File: config.mk
export PLATFORM = sky130hd
export DESIGN_NAME = inst_queue_reg
export DESIGN_NICKNAME = d
export VERILOG_FILES = /design/src/rtl/inst_queue_reg.sv
export SDC_FILE = /design/constraint.sdc
export NUM_CORES = 1
export LEC_CHECK = 0
export BUFFER_PORTS_ARGS = -buffer_cell sky130_fd_sc_hd__buf_2
export CAP_MARGIN = 20
export CORE_MARGIN = 2
export CORE_UTILIZATION = 60
export CTS_CLUSTER_DIAMETER = 120
export DETAILED_ROUTE_END_ITERATION = 10
export PLACE_DENSITY = 0.81
export SKIP_LAST_GASP = 1
export SLEW_MARGIN = 20
export SYNTH_ARGS = -nofsm -noshare
export SYNTH_HDL_FRONTEND = slang
export SYNTH_SLANG_ARGS = --single-unit
File: constraint.sdc
create_clock -name clk -period 7.5 [get_ports clk]
set_input_delay 0 -clock clk [delete_from_list [all_inputs] [get_ports clk]]
set_output_delay 0 -clock clk [all_outputs]
set_load 0.005 [all_outputs]
File: src/rtl/inst_queue_reg.sv
// Instruction queue + instruction register: buffers fetched {inst, pc} words in a
// DEPTH-entry circular FIFO and loads the head into a decoded IR on IRWrite.
// Latency: push at edge N is poppable at edge N+1; IR fields are registered.
// Backpressure: in_ready = !full from registered count only; flush dominates push/pop.
//
// Ports:
//   clk, reset (async, active-high)
//   flush                          - empty the queue and turn the IR into a NOP
//   in_valid/in_ready/in_inst/in_pc - fetch-side push interface
//   IRWrite                        - pop the head into the IR
//   ExtOp                          - 1 = sign-extend Imm16 onto ImmExt, 0 = zero-extend
//   ir_valid, stall                - IR holds a live instruction / IRWrite on empty queue
//   OpCode, rs, rt, rd, Shamt, Funct, Imm16, JumpIdx, ImmExt, ir_pc - decoded IR
//   count                          - entries waiting in the queue (IR not included)
module inst_queue_reg #(
    parameter int DEPTH    = 4,
    parameter int PC_WIDTH = 32
) (
    input  logic                         clk,
    input  logic                         reset,
    input  logic                         flush,
    input  logic                         in_valid,
    output logic                         in_ready,
    input  logic [31:0]                  in_inst,
    input  logic [PC_WIDTH-1:0]          in_pc,
    input  logic                         IRWrite,
    input  logic                         ExtOp,
    output logic                         ir_valid,
    output logic                         stall,
    output logic [5:0]                   OpCode,
    output logic [4:0]                   rs,
    output logic [4:0]                   rt,
    output logic [4:0]                   rd,
    output logic [4:0]                   Shamt,
    output logic [5:0]                   Funct,
    output logic [15:0]                  Imm16,
    output logic [31:0]                  ImmExt,
    output logic [25:0]                  JumpIdx,
    output logic [PC_WIDTH-1:0]          ir_pc,
    output logic [$clog2(DEPTH+1)-1:0]   count
);

    localparam int AW = $clog2(DEPTH);
    localparam int CW = $clog2(DEPTH + 1);

    logic [31:0]         inst_mem [DEPTH];
    logic [PC_WIDTH-1:0] pc_mem   [DEPTH];

    logic [AW-1:0]       wr_ptr;
    logic [AW-1:0]       rd_ptr;
    logic [CW-1:0]       cnt;

    logic [31:0]         ir;
    logic [PC_WIDTH-1:0] ir_pc_q;
    logic                ir_valid_q;

    logic full;
    logic empty;
    logic push;
    logic pop;

    assign full  = (cnt == CW'(DEPTH));
    assign empty = (cnt == '0);

    // A same-cycle pop never frees a slot for the push: in_ready only sees
    // registered count, which keeps the ready path free of IRWrite.
    assign push = in_valid && !full && !flush;
    assign pop  = IRWrite && !empty && !flush;

    // Storage carries no reset; stale contents are never read because
    // count gates every pop.
    always_ff @(posedge clk) begin
        if (push) begin
            inst_mem[wr_ptr] <= in_inst;
            pc_mem[wr_ptr]   <= in_pc;
        end
    end

    // Pointers wrap naturally since DEPTH is a power of two.
    always_ff @(posedge clk or posedge reset) begin
        if (reset) begin
            wr_ptr <= '0;
            rd_ptr <= '0;
            cnt    <= '0;
        end else if (flush) begin
            wr_ptr <= '0;
            rd_ptr <= '0;
            cnt    <= '0;
        end else begin
            if (push) wr_ptr <= wr_ptr + AW'(1);
            if (pop)  rd_ptr <= rd_ptr + AW'(1);
            case ({push, pop})
                2'b10:   cnt <= cnt + CW'(1);
                2'b01:   cnt <= cnt - CW'(1);
                default: cnt <= cnt;
            endcase
        end
    end

    // IRWrite on an empty queue keeps the old fields (for debug visibility)
    // but marks them dead so the controller does not re-execute them.
    always_ff @(posedge clk or posedge reset) begin
        if (reset) begin
            ir         <= '0;
            ir_pc_q    <= '0;
            ir_valid_q <= 1'b0;
        end else if (flush) begin
            ir         <= '0;
            ir_pc_q    <= '0;
            ir_valid_q <= 1'b0;
        end else if (pop) begin
            ir         <= inst_mem[rd_ptr];
            ir_pc_q    <= pc_mem[rd_ptr];
            ir_valid_q <= 1'b1;
        end else if (IRWrite) begin
            ir_valid_q <= 1'b0;
        end
    end

    assign in_ready = !full;
    assign stall    = IRWrite && empty;
    assign count    = cnt;
    assign ir_valid = ir_valid_q;
    assign ir_pc    = ir_pc_q;

    assign OpCode   = ir[31:26];
    assign rs       = ir[25:21];
    assign rt       = ir[20:16];
    assign rd       = ir[15:11];
    assign Shamt    = ir[10:6];
    assign Funct    = ir[5:0];
    assign Imm16    = ir[15:0];
    assign JumpIdx  = ir[25:0];

    // Follows ExtOp live so the controller can switch extension mode
    // mid-instruction without reloading the IR.
    assign ImmExt   = ExtOp ? {{16{ir[15]}}, ir[15:0]} : {16'h0000, ir[15:0]};

endmodule

Word level (Yosys, flattened, before mapping)
Memories as Yosys holds them, arrays and structs flattened.
Cells that the tools add are included.

storage, ports and cells
  bits in registers = 72
  bits in writable memories = 256
  output and inout bits = 144
  memories kept = 2

memory list
  memory    words  bits a word  rd ports  clocked after memory_dff  write ports  line  source
  inst_mem  4      32           1         0                         1            46    logic [31:0] inst_mem [DEPTH];
  pc_mem    4      32           1         0                         1            47    logic [PC_WIDTH-1:0] pc_mem [DEPTH];

cells by class
  $add $sub $neg = 4
  equality and inequality tests = 3
  multiplexer cells = 16
  reductions and logical operators = 13

operators by type and width
  kind                                                                 count
  32-bit 2-to-1 mux                                                    5
  2-bit 2-to-1 mux                                                     4
  3-bit case mux with 2 select lines                                   1
  3-bit nonzero test                                                   2
  1-bit logical AND                                                    5
  1-bit 2-to-1 mux                                                     5
  2-bit by 1-bit adder with 2-bit output (second input constant)       2
  2-bit nonzero test                                                   2
  3-bit by 1-bit adder with 3-bit output (second input constant)       1
  3-bit == test (second input constant)                                1
  1-bit logical NOT                                                    3
  3-bit logical NOT                                                    1
  3-bit 2-to-1 mux                                                     1
  3-bit by 1-bit subtractor with 3-bit output (second input constant)  1
  2-bit by 1-bit == test with 1-bit output (second input constant)     1
  2-bit == test (second input constant)                                1

Logic depth before layout (Yosys ltp)
Gate-level depths: netlist of run 1.

  word-level depth = 7
  mapped depth = 8
  depth with buffers taken out = 7

Least setup slack after synthesis of run 1
OpenSTA, ideal clock, no wires.

  path kind = register -> register
  from = register cnt[2], in the netlist count[2]
  to = memory inst_mem[0][0] (enable)
  library setup time = 429 ps
  data arrival time = 2,477 ps
  setup slack = 4,594 ps
  cell stages (with the launch flop) = 5
  clock period less this slack = 2,906 ps
  cell sequence = dfrtp_1 > buf_2 > nor3b_1 > nor3_1 > and2_1

on the way
  longest elaborated chain between the ends = 6

RTL lines
  what                                    line  source
  from (decl)                             51    logic [CW-1:0] cnt;
  from (signal assigned)                  93    2'b10: cnt <= cnt + CW'(1);
  from (signal assigned)                  94    2'b01: cnt <= cnt - CW'(1);
  from (signal assigned)                  95    default: cnt <= cnt;
  3-bit == test                           62    assign full = (cnt == CW'(DEPTH));
  1-bit logical NOT                       67    assign push = in_valid && !full && !flush;
  1-bit logical AND (2 in series)         67
  1-bit 2-to-1 mux                        73    if (push) begin
  1-bit 2-to-1 mux (not written as such)  74    inst_mem[wr_ptr] <= in_inst;
  to (decl)                               46

Every way passes these cells.

Worst setup path in the final report of run 1
  from = register cnt[0], in the netlist count[0]
  to = memory pc_mem[3][7] (enable)

on the way
  longest elaborated chain between the ends = 6

RTL lines
  what                                    line  source
  3-bit == test                           62
  1-bit logical NOT                       67
  1-bit logical AND (2 in series)         67
  1-bit 2-to-1 mux                        73
  1-bit 2-to-1 mux (not written as such)  75    pc_mem[wr_ptr] <= in_pc;
  to (decl)                               47

Every way passes these cells.

==> impl_results.md, run 1 <==
* Initial core utilization at 0.611
* Worst skew pair latency at 0.51 ns
* Drt initial violations at 498
* Number of antenna violations at the first check in global routing at 0
* Area of the multi-input gates at 2460 sq um
* TritonCTS clock tree: yes
* Area Overhead vs Synth at 19.3%
* Syn Nets at 694
* Family with the most delay on the worst path: simple AND/OR/NAND/NOR gates
* Synth Cell Area at 12800 sq um
* Leakage at 0.00596 uW
* Asr flop ratio synth at 0.220
* CORE AREA at 21000 sq um
* Worst path slowest cell: and2_4
* Clk_skew at 0.0143 ns
* Final wirelength at 25400 um
* Total GRT Usage at 0.233
* Outcome: completed
* Die Area at 22500 sq um
* Syn_area_per_cell at 20.7 sq um
* Hold slack at 0.231 ns
* H-tree level count at 2
* EDFF count, synth at 256
* Routed WL per cell at 22.4 um
* Commonest non-fill, non-tap cells in the layout: edfxtp_1 (256), buf_2 (213), dfrtp_1 (70)
* Type of origin of the critical path: flip-flop
* Max IR drop VDD at 279 uV
* Vias in the first global route at 6975
* Pwr dens at 272 nW/um^2
* Die height at 150 um
* Finished Cell Area at 15300 sq um
* Final hold vios at 0
* Synth warn at 0
* Filler cell count at 1247
* Critical Path AT at 2.72 ns
* Largest family of logic cells by synthesized area: multiplexers
* I/O pins at 214
* Mux share of post-synthesis cell area at 0.113
* Crit path buf inv count at 0
* Final setup viols at 0
* Antenna Nets Post-Route at 0
* Placed cells at 1005
* Setup TNS at 0 ns
* Post-Synth Adder-Cell Area at 0.00547
* Number of CTS-inserted buffers at 34
* Maximum clock path buffer count at 3
* Cts repair resizes at 0
* Minimum clock period at 2.59 ns
* Ant. Diodes at 0
* Final cell count without fillers at 1136
* R2R Setup Slk at 4.91 ns
* Hold Crit Class: in2async
* Finished Core Util at 0.729
* Crit Path Max Fanout at 64
* Syn Inst Count at 619
* Area share of and/or/nand/nor cells after synthesis at 0.0109
* Area post-placement at 13400 sq um
* First-pass GRT wire length at 39100 um
* Post-Synth XOR/XNOR Area at 0.00205
* Via count at 6588
* Compound-Gate Fraction of Synth Area at 0.0588
* Clock transition at path regs at 0.06 ns
* Primary FF master, synth: edfxtp_1
* Final net count at 910
* CP Cell Sequence: nor3b_1, nor3_1, and2_4
* Clock Sinks at 328
* Synth area leaders: edfxtp_1 (60%), dfrtp_1 (14%), mux4_2 (11%)
* Worst Tran Pin Value at 1.03 ns
* Count of different cell masters after synthesis at 36
* Worst r2r path cells at 3
* Slowest stage delay, CP at 0.93 ns
* Share of cells above drive strength 1 at 0.467
* Crit path depth at 3
* # rows at 53
* Slew margin rel. at 0.315
* Via density per instance at 5.80
* Synth area leader: edfxtp_1
* Synth Register Bits at 328
* Seq/Total Area, Yosys at 0.741
* Pin count of the biggest net entering global routing at 73
* CP Class: reg2reg
* Max-slew violation count at 0
* DIE WIDTH at 150 um
* Sequential Area at 9500 sq um
* CTS Root Cell: clkbuf_16
* GPL Wtd Cong at 0.687
* Gr ovfl total at 0
* Critical path capture point type: flip-flop
* Port bufs at 213
* Share of the synthesized area in the top cell type at 0.600
* RSZ-0062 raised after global routing: false
* Detailed Routing Iterations Pass 1 at 4
* Fmax at 0.385 GHz
* Tcrit/Tclk final at 0.346
* Worst EP required at 7.62 ns
* Dpl hpwl at 13200 um
* Leading cell type in the layout, fill and taps excluded: edfxtp_1
* Max_cap viols at 0
* # DRC at 0
sequential cells by signal, summed over array words and instances (netlist names):
register	count
inst_mem	128
rd_ptr	2
ir_valid	1
pc_mem	128
ir_pc	32
wr_ptr	2
ir	32
count	3
where the power goes:
group	internal, uW	switching [uW]	total, uW
clock network	1040	671	1710
registers	2040	53.8	2090
logic	184	161	345
logic make-up (layout without fill, tap and decap cells):
logic type / Yosys count / after routing
adder cells (fa/ha/maj): 5 / 5
AND/OR/NAND/NOR: 24 / 24
flip-flops: 328 / 328
XOR/XNOR: 3 / 3
buffers and inverters: 114 / 356
AO/OA/AOI/OAI: 80 / 80
multiplexers: 65 / 65
through the flow:
stage	setup WS, ns	total power, uW
floorplan	4.59	2360
global placement	4.96	2430
detailed placement	4.91	2440
CTS	4.89	4170
global route	4.75	4290
finish	4.91	4150
per-layer routing:
metal	routed length [um]	vias to the layer above	GRT usage
li1	-	2842	-
met1	9630	3371	0.295
met2	13200	333	0.408
met3	2120	42	0.0524
met4	469	0	0.0665
met5	0	-	0
what timing repair did:
action | 4_1_cts | 5_1_grt
setup buffers | 0 | 0
hold buffers | 69 | 0
endpoints found under the hold margin | 336 | 0
path summary, 6_finish.rpt:
| kind | startpoint | end |
|---|---|---|
| setup / recovery | count[0] | pc_mem[3][7] |
| hold / removal | reset | ir[31] |
| setup reg to reg | count[0] | pc_mem[3][7] |
| hold reg to reg | ir_pc[0] | ir_pc[0] |
| max in group asynchronous | reset | rd_ptr[1] |
| min in group clk | in_pc[25] | pc_mem[2][25] |
final cells by class:
type | instances | area share
Inverter | 8 | 0.00205
Tap cell | 275 | 0.0225
Timing Repair Buffer | 286 | 0.117
Sequential cell | 328 | 0.622
Multi-Input combinational cell | 177 | 0.161
Clock inverter | 15 | 0.00999
Clock buffer | 47 | 0.0658
tightest hold or removal path, delay by kind of cell:
| kind | cells | cell delay, ns |
|---|---|---|
| buffers and inverters | 4 | 1.23 |
cells in the mapped netlist (all sizes together), types with 3 or more instances:
cell type / number
edfxtp: 256
buf: 92
dfrtp: 72
a22o: 64
mux4: 64
clkbuf: 14
inv: 8
and2: 6
a21oi: 4
ha: 4
nand3: 4
nor2: 4
nand2b: 3
(Power assumes the default switching activity.)
==> inputs of run 2 (changes only) <==
- ABC_AREA: default -> 1
- CORE_UTILIZATION: 60 -> 56
- PLACE_DENSITY: 0.81 -> 0.76
- clock period: 7.5 -> 2.5 ns (I/O delays scaled with it)
==> run 2 against run 1 <==
Die area is 11% higher. Via count rose by 28%. Cell count rose by 39%. First-iteration DRC count rose by 31%. Largest power group unchanged.
==> impl_results.md, run 2 <==
* Outcome: completed
* # DRC at 0 (unchanged)
* Sequential Area at 9490 sq um (about the same)
* Synth area leader: edfxtp_1
* Worst R2R End: inst_mem[0][29]
* Number of CTS-inserted buffers at 31 (-8.8%)
* I/O pins at 214 (unchanged)
* Via density per instance at 5.35 (-7.7%)
* Pin count of the biggest net entering global routing at 130 (+78%)
* Syn Inst Count at 1042 (+68%)
* Final hold vios at 0 (unchanged)
* Pre-CTS setup slack at 0.489 ns (-4.42 ns)
* Syn_area_per_cell at 12.7 sq um (-38%)
* Wire length on met3 at 1730 um (-18%)
* Clock Sinks at 328 (unchanged)
* Hold Crit Class: in2async
* Antenna Nets Post-Route at 0 (unchanged)
* Worst skew pair latency at 0.55 ns (+0.04 ns)
* Critical path capture point type: flip-flop
* Seq/Total Area, Yosys at 0.715 (-0.0261)
* Worst r2r path cells at 7 (+4)
* Commonest non-fill, non-tap cells in the layout: edfxtp_1 (256), buf_2 (213), nor2_1 (130)
* Uppermost layer routed: met4
* Minimum clock period at 2.12 ns
* Final wirelength at 27700 um (+8.9%)
* Area Overhead vs Synth at 18.3%
* Synth warn at 0 (unchanged)
* Port bufs at 213 (unchanged)
* Final net count at 1313 (+44%)
* DR WL met2 at 13900 um (+5.0%)
* Primary FF master, synth: edfxtp_1
* Max-slew violation count at 0 (unchanged)
* Clk_skew at 0.00852 ns (-0.00575 ns)
* Pwr dens at 940 nW/um^2 (+250%)
* Worst Tran Pin Value at 0.909 ns (-0.118 ns)
* Die height at 158 um (+5.2%)
* R2R Setup Slk at 0.47 ns (-4.44 ns)
* Synth Cell Area at 13300 sq um (+3.7%)
* Worst EP required at 2.94 ns (-4.68 ns)
* Fmax at 0.472 GHz
* Dpl hpwl at 15600 um (+18%)
* Drt initial violations at 650 (+31%)
* Hold slack at 0.164 ns (-0.0673 ns)
* Crit Path Max Fanout at 50 (-22%)
* First-pass GRT wire length at 42100 um (+7.6%)
* Count of different cell masters after synthesis at 29 (-19%)
* Type of origin of the critical path: input port
* Max_cap viols at 0 (unchanged)
* TritonCTS clock tree: yes
* RSZ-0062 raised after global routing: false
* CORE AREA at 23300 sq um (+11%)
* GPL Wtd Cong at 0.722 (+5.0%)
* Critical Path AT at 2.56 ns (-0.16 ns)
* Leading cell type in the layout, fill and taps excluded: edfxtp_1
* Max IR drop VDD at 543 uV (+95%)
* Synth area leaders: edfxtp_1 (58%), dfrtp_1 (14%), buf_4 (4.6%)
* Gr ovfl total at 0 (unchanged)
* Leakage at 0.00649 uW (+8.9%)
* Share of the synthesized area in the top cell type at 0.579 (-0.0212)
* Regs by FF count: inst_mem (128), pc_mem (128)
* Asr flop ratio synth at 0.220 (unchanged)
* Setup TNS at 0 ns (unchanged)
* Vias in the first global route at 8061 (+16%)
* Routed WL per cell at 17.5 um (-22%)
* Initial core utilization at 0.569 (-0.0422)
* Syn Nets at 1117 (+61%)
* Setup slack after layout at 0.381 ns (-4.52 ns)
* Tcrit/Tclk final at 0.848
* CP Class: in2reg
* Synth Register Bits at 328 (unchanged)
* Die Area at 24900 sq um (+11%)
* Detailed Routing Iterations Pass 1 at 8 (+4)
* Number of antenna violations at the first check in global routing at 0 (unchanged)
* Slew margin rel. at 0.393 (+0.0778)
* Maximum clock path buffer count at 3 (unchanged)
* Clock transition at path regs at 0.07 ns (about the same)
* Share of cells above drive strength 1 at 0.265 (-0.202)
* Area of the multi-input gates at 2760 sq um (+12%)
* H-tree level count at 1 (-1)
* Top-count cell post-synth: edfxtp_1
* Setup bufs post-CTS at 0 (unchanged)
* CTS Root Cell: clkbuf_16
* Metal-1 WL at 11500 um (+20%)
* Filler cell count at 1669 (+34%)
* EDFF count, synth at 256 (unchanged)
* Ant. Diodes at 0 (unchanged)
* Final setup viols at 0 (unchanged)
* Commonest cells post-synth: edfxtp_1 (256), nor2_1 (134), nand2_1 (103), o21ai_0 (90), buf_4 (81)
* # rows at 56 (+5.7%)
* DIE WIDTH at 158 um (+5.2%)
* Via count at 8454 (+28%)
* Total GRT Usage at 0.217 (-0.0164)
* Worst reg2reg startpoint: count[0]
run 2: changes by cell type after synthesis, sizes merged, moves of 11 or more:
cell,change
o22ai,+62
nand2,+147
buf,+30
o21ai,+131
a22o,-64
mux4,-64
inv,+11
nand3,+63
nor2,+131
run 2: where the power goes:
group,internal (uW),switching [uW]
registers,6480,324
logic,1350,2230
clock network,2460,1900
run 2: per-stage QoR:
stage / total power [uW] / util / cell area (sq um) / std cells
floorplan: 9550 / - / 13300 / 1042
finish: 14800 / 0.673 / 15700 / 1580
detailed placement: 10400 / 0.603 / 14100 / 1455
global placement: 10300 / 0.603 / 14100 / 1455
global route: 15500 / 0.673 / 15700 / 1580
CTS: 14800 / 0.673 / 15700 / 1580
run 2: kinds of logic after synthesis:
logic type      Yosys count  share of synthesized area
simple gates            350                      0.117
flops                   328                      0.715
compound gates          202                     0.0830
buf+inv                 156                     0.0792
fa+ha+maj                 5                    0.00528
xor+xnor                  1                   0.000660
run 2: what timing repair did:
action / in CTS / in global routing
hold buffers: 69 / 0
gates resized for setup: 0 / 0
hold endpoints to repair: 309 / 0
run 2: layout make-up:
class,count,share of cell area
flip-flops and latches,328,0.605
multi-input cells,558,0.176
repair buffers,299,0.129
clock buffers,35,0.0504
well taps,319,0.0254
clock inverters,21,0.00980
inverters,20,0.00526
run 2: worst max-delay path by stage:
stage          startpoint              end  cells past startpoint
3_5_place_dp     count[0]  inst_mem[0][27]                      7
3_3_place_gp     count[0]  inst_mem[0][29]                      7
4_1_cts             flush         count[2]                     10
2_1_floorplan    count[0]   inst_mem[0][0]                      6
5_1_grt             flush         count[1]                     10
6_report            flush         count[1]                     10
run 2: critical path: stages:
cell	delay (ns)
dlygate4sd3_1	0.54
buf_2	0.15
clkinv_2	0.26
buf_4	0.56
nand2_2	0.13
nand2_1	0.11
a21oi_1	0.08
dlygate4sd3_1	0.59
nand2_1	0.07
nand2_1	0.04
run 2: routing by layer:
metal | vias to the layer above | track usage
met1 | 4067 | 0.283
met4 | 0 | 0.0644
met2 | 320 | 0.381
met3 | 51 | 0.0293
li1 | 4016 | -
met5 | - | 0
==> inputs of run 3 (changes only) <==
- ABC_AREA: 1 -> 0
- CORE_UTILIZATION: 56 -> 51
- PLACE_DENSITY: 0.76 -> 0.73
- clock period: 2.5 -> 1.85 ns (I/O delays scaled with it)
==> run 3 against run 2 <==
Clock power increased by 62%. Flip-flop and latch count unchanged. Via count decreased by 22%. Count of clock-buffer cells in the layout increased by 16. Critical endpoint unchanged.
==> impl_results.md, run 3 (same netlist as run 1, synthesis figures left out) <==
* Outcome: completed
* Ant. Diodes at 0 (unchanged)
* Worst reg2reg startpoint: count[1]
* Share of cells above drive strength 1 at 0.490 (+0.225)
* RSZ-0062 raised after global routing: true
* Setup slack after layout at 0.0135 ns (-0.367 ns)
* Worst path slowest cell: fa_1
* Gr ovfl total at 0 (unchanged)
* Initial core utilization at 0.523 (-0.0454)
* Number of CTS-inserted buffers at 35 (+13%)
* Final hold vios at 0 (unchanged)
* Commonest non-fill, non-tap cells in the layout: edfxtp_1 (256), buf_2 (213), dlygate4sd3_1 (68)
* Clock transition at path regs at 0.06 ns (about the same)
* Clock Sinks at 328 (unchanged)
* Crit path buf inv count at 1 (-4)
* Setup bufs post-CTS at 0 (unchanged)
* Reg power frac at 0.492 (+0.031)
* Area Overhead vs Synth at 23.8%
* Worst Tran Pin Value at 0.406 ns (-0.503 ns)
* Tcrit/Tclk final at 0.993
* Final wirelength at 26200 um (-5.4%)
* Max IR drop VDD at 1000 uV (+85%)
* Slowest stage delay, CP at 0.50 ns (-0.09 ns)
* CORE AREA at 24500 sq um (+4.8%)
* Die Area at 26400 sq um (+5.8%)
* Final setup viols at 0 (unchanged)
* Finished Cell Area at 15800 sq um (+0.93%)
* R2R Setup Slk at 0.01 ns (-0.46 ns)
* Clk pwr share at 0.413 (+0.117)
* # DRC at 0 (unchanged)
* Family with the most delay on the worst path: adder cells
* Fmax at 0.545 GHz
* CTS Root Cell: clkbuf_16
* Pin count of the biggest net entering global routing at 53 (-59%)
* Minimum clock period at 1.84 ns
* Vias in the first global route at 7035 (-13%)
* Internal power at 13500 uW (+31%)
* Crit path depth at 6 (-4)
* Final net count at 936 (-29%)
* Leading cell type in the layout, fill and taps excluded: edfxtp_1
* Dpl hpwl at 16100 um (+2.8%)
* Slew margin rel. at 0.729 (+0.336)
* CP Class: reg2reg
* Hold slack at 0.0162 ns (-0.148 ns)
* Worst R2R End: count[1]
* Max_cap viols at 0 (unchanged)
* Comb power frac at 0.096 (-0.147)
* Drt initial violations at 418 (-36%)
* H-tree level count at 2 (+1)
* Worst r2r path cells at 6 (-1)
* GPL Wtd Cong at 0.766 (+6.1%)
* Antenna Nets Post-Route at 0 (unchanged)
* Max-slew violation count at 0 (unchanged)
* Net Switching at 3630 uW (-19%)
* Regs by FF count: inst_mem (128), pc_mem (128)
* DIE WIDTH at 162 um (+2.8%)
* Maximum clock path buffer count at 3 (unchanged)
* Placed cells at 1080 (-26%)
* Clk_skew at 0.0173 ns (+0.00878 ns)
* Pre-CTS setup slack at 0.000210 ns (-0.488 ns)
* Total GRT Usage at 0.203 (-0.0139)
* Die height at 162 um (+2.8%)
* I/O pins at 214 (unchanged)
* Crit Path Max Fanout at 3 (-94%)
* Final cell count without fillers at 1212 (-23%)
* Detailed Routing Iterations Pass 1 at 6 (-2)
* Critical path capture point type: flip-flop
* First-pass GRT wire length at 40500 um (-3.8%)
* Number of antenna violations at the first check in global routing at 0 (unchanged)
* TritonCTS clock tree: yes
* Port bufs at 213 (unchanged)
* Pwr dens at 1080 nW/um^2 (+15%)
* Worst EP required at 2.22 ns (-0.72 ns)
* Finished Core Util at 0.648 (-0.0251)
* # rows at 57 (+1.8%)
* Critical Path AT at 2.20 ns (-0.36 ns)
* Leakage at 0.00616 uW (-5.0%)
* Type of origin of the critical path: flip-flop
* Worst skew pair latency at 0.51 ns (-0.04 ns)
* Routed WL per cell at 21.6 um (+23%)
* Via count at 6636 (-22%)
* Sw frac at 0.212 (-0.0902)
* Hold Crit Class: in2async
* CP Cell Sequence: nor3b_4, inv_2, a211oi_4, fa_1, nor2_2, a211oi_1
* Area post-placement at 14000 sq um (-0.71%)
* Via density per instance at 5.48 (+2.3%)
-- run 3: cell types whose count changed in the layout (fill, tap and decap cells not counted), sizes merged, moves of 3 or more --
cell,delta
buf,+13
mux4,+64
nand2,-147
a22o,+64
nand3,-63
inv,-11
nor2,-131
o21ai,-131
clkbuf,+16
nand2b,+3
clkinv,-10
and2,+6
o22ai,-62
-- run 3: layout make-up --
type                            count  area (sq um)
Clock buffer                       51          1010
Fill cell                        1587          8610
Sequential cell                   328          9500
Timing Repair Buffer              311          2230
Inverter                            8          31.3
Clock inverter                     13           180
Tap cell                          324           405
Multi-Input combinational cell    177          2490
-- run 3: power by group through the flow --
| stage | registers [uW] | logic (uW) | clock network [uW] |
|---|---|---|---|
| after global routing | 8440 | 1780 | 7500 |
| after global placement | 8540 | 1500 | 0 |
| after floorplan | 8510 | 1060 | 0 |
| final | 8420 | 1640 | 7060 |
| after CTS | 8410 | 1660 | 7170 |
| after detailed placement | 8560 | 1530 | 0 |
-- run 3: tightest hold or removal path, stage by stage --
cell and delay, ns:
dlygate4sd3_1 0.53, buf_2 0.12, clkinv_2 0.28
-- run 3: metal layers --
layer | vias to the layer above | GRT usage | part of all wire
met3 | 39 | 0.0425 | 0.068
met5 | - | 0 | 0
met1 | 3405 | 0.261 | 0.40
met2 | 294 | 0.353 | 0.51
met4 | 0 | 0.0543 | 0.019
li1 | 2898 | - | -
-- run 3: metrics by stage --
step / power (uW) / setup TNS (ns)
finish: 17100 / 0
global route: 17700 / -0.230
detailed placement: 10100 / 0
global placement: 10000 / 0
CTS: 17200 / 0
floorplan: 9570 / -0.00296
-- run 3: worst max-delay path by stage --
stage	slack, ns	to	startpoint
3_3_place_gp	0.10	count[1]	count[1]
4_1_cts	0.002	count[1]	count[1]
2_1_floorplan	-0.003	count[1]	count[1]
6_report	0.01	count[1]	count[1]
5_1_grt	-0.08	count[1]	count[1]
3_5_place_dp	0.0002	count[1]	count[1]
-- run 3: what timing repair did --
action                                 CTS  global route
cloned                                   0             0
endpoints found under the hold margin  336             0
pin swaps                                0             2
gates resized for setup                  1             4
setup endpoints to repair                1            73
hold buffers                            68             0
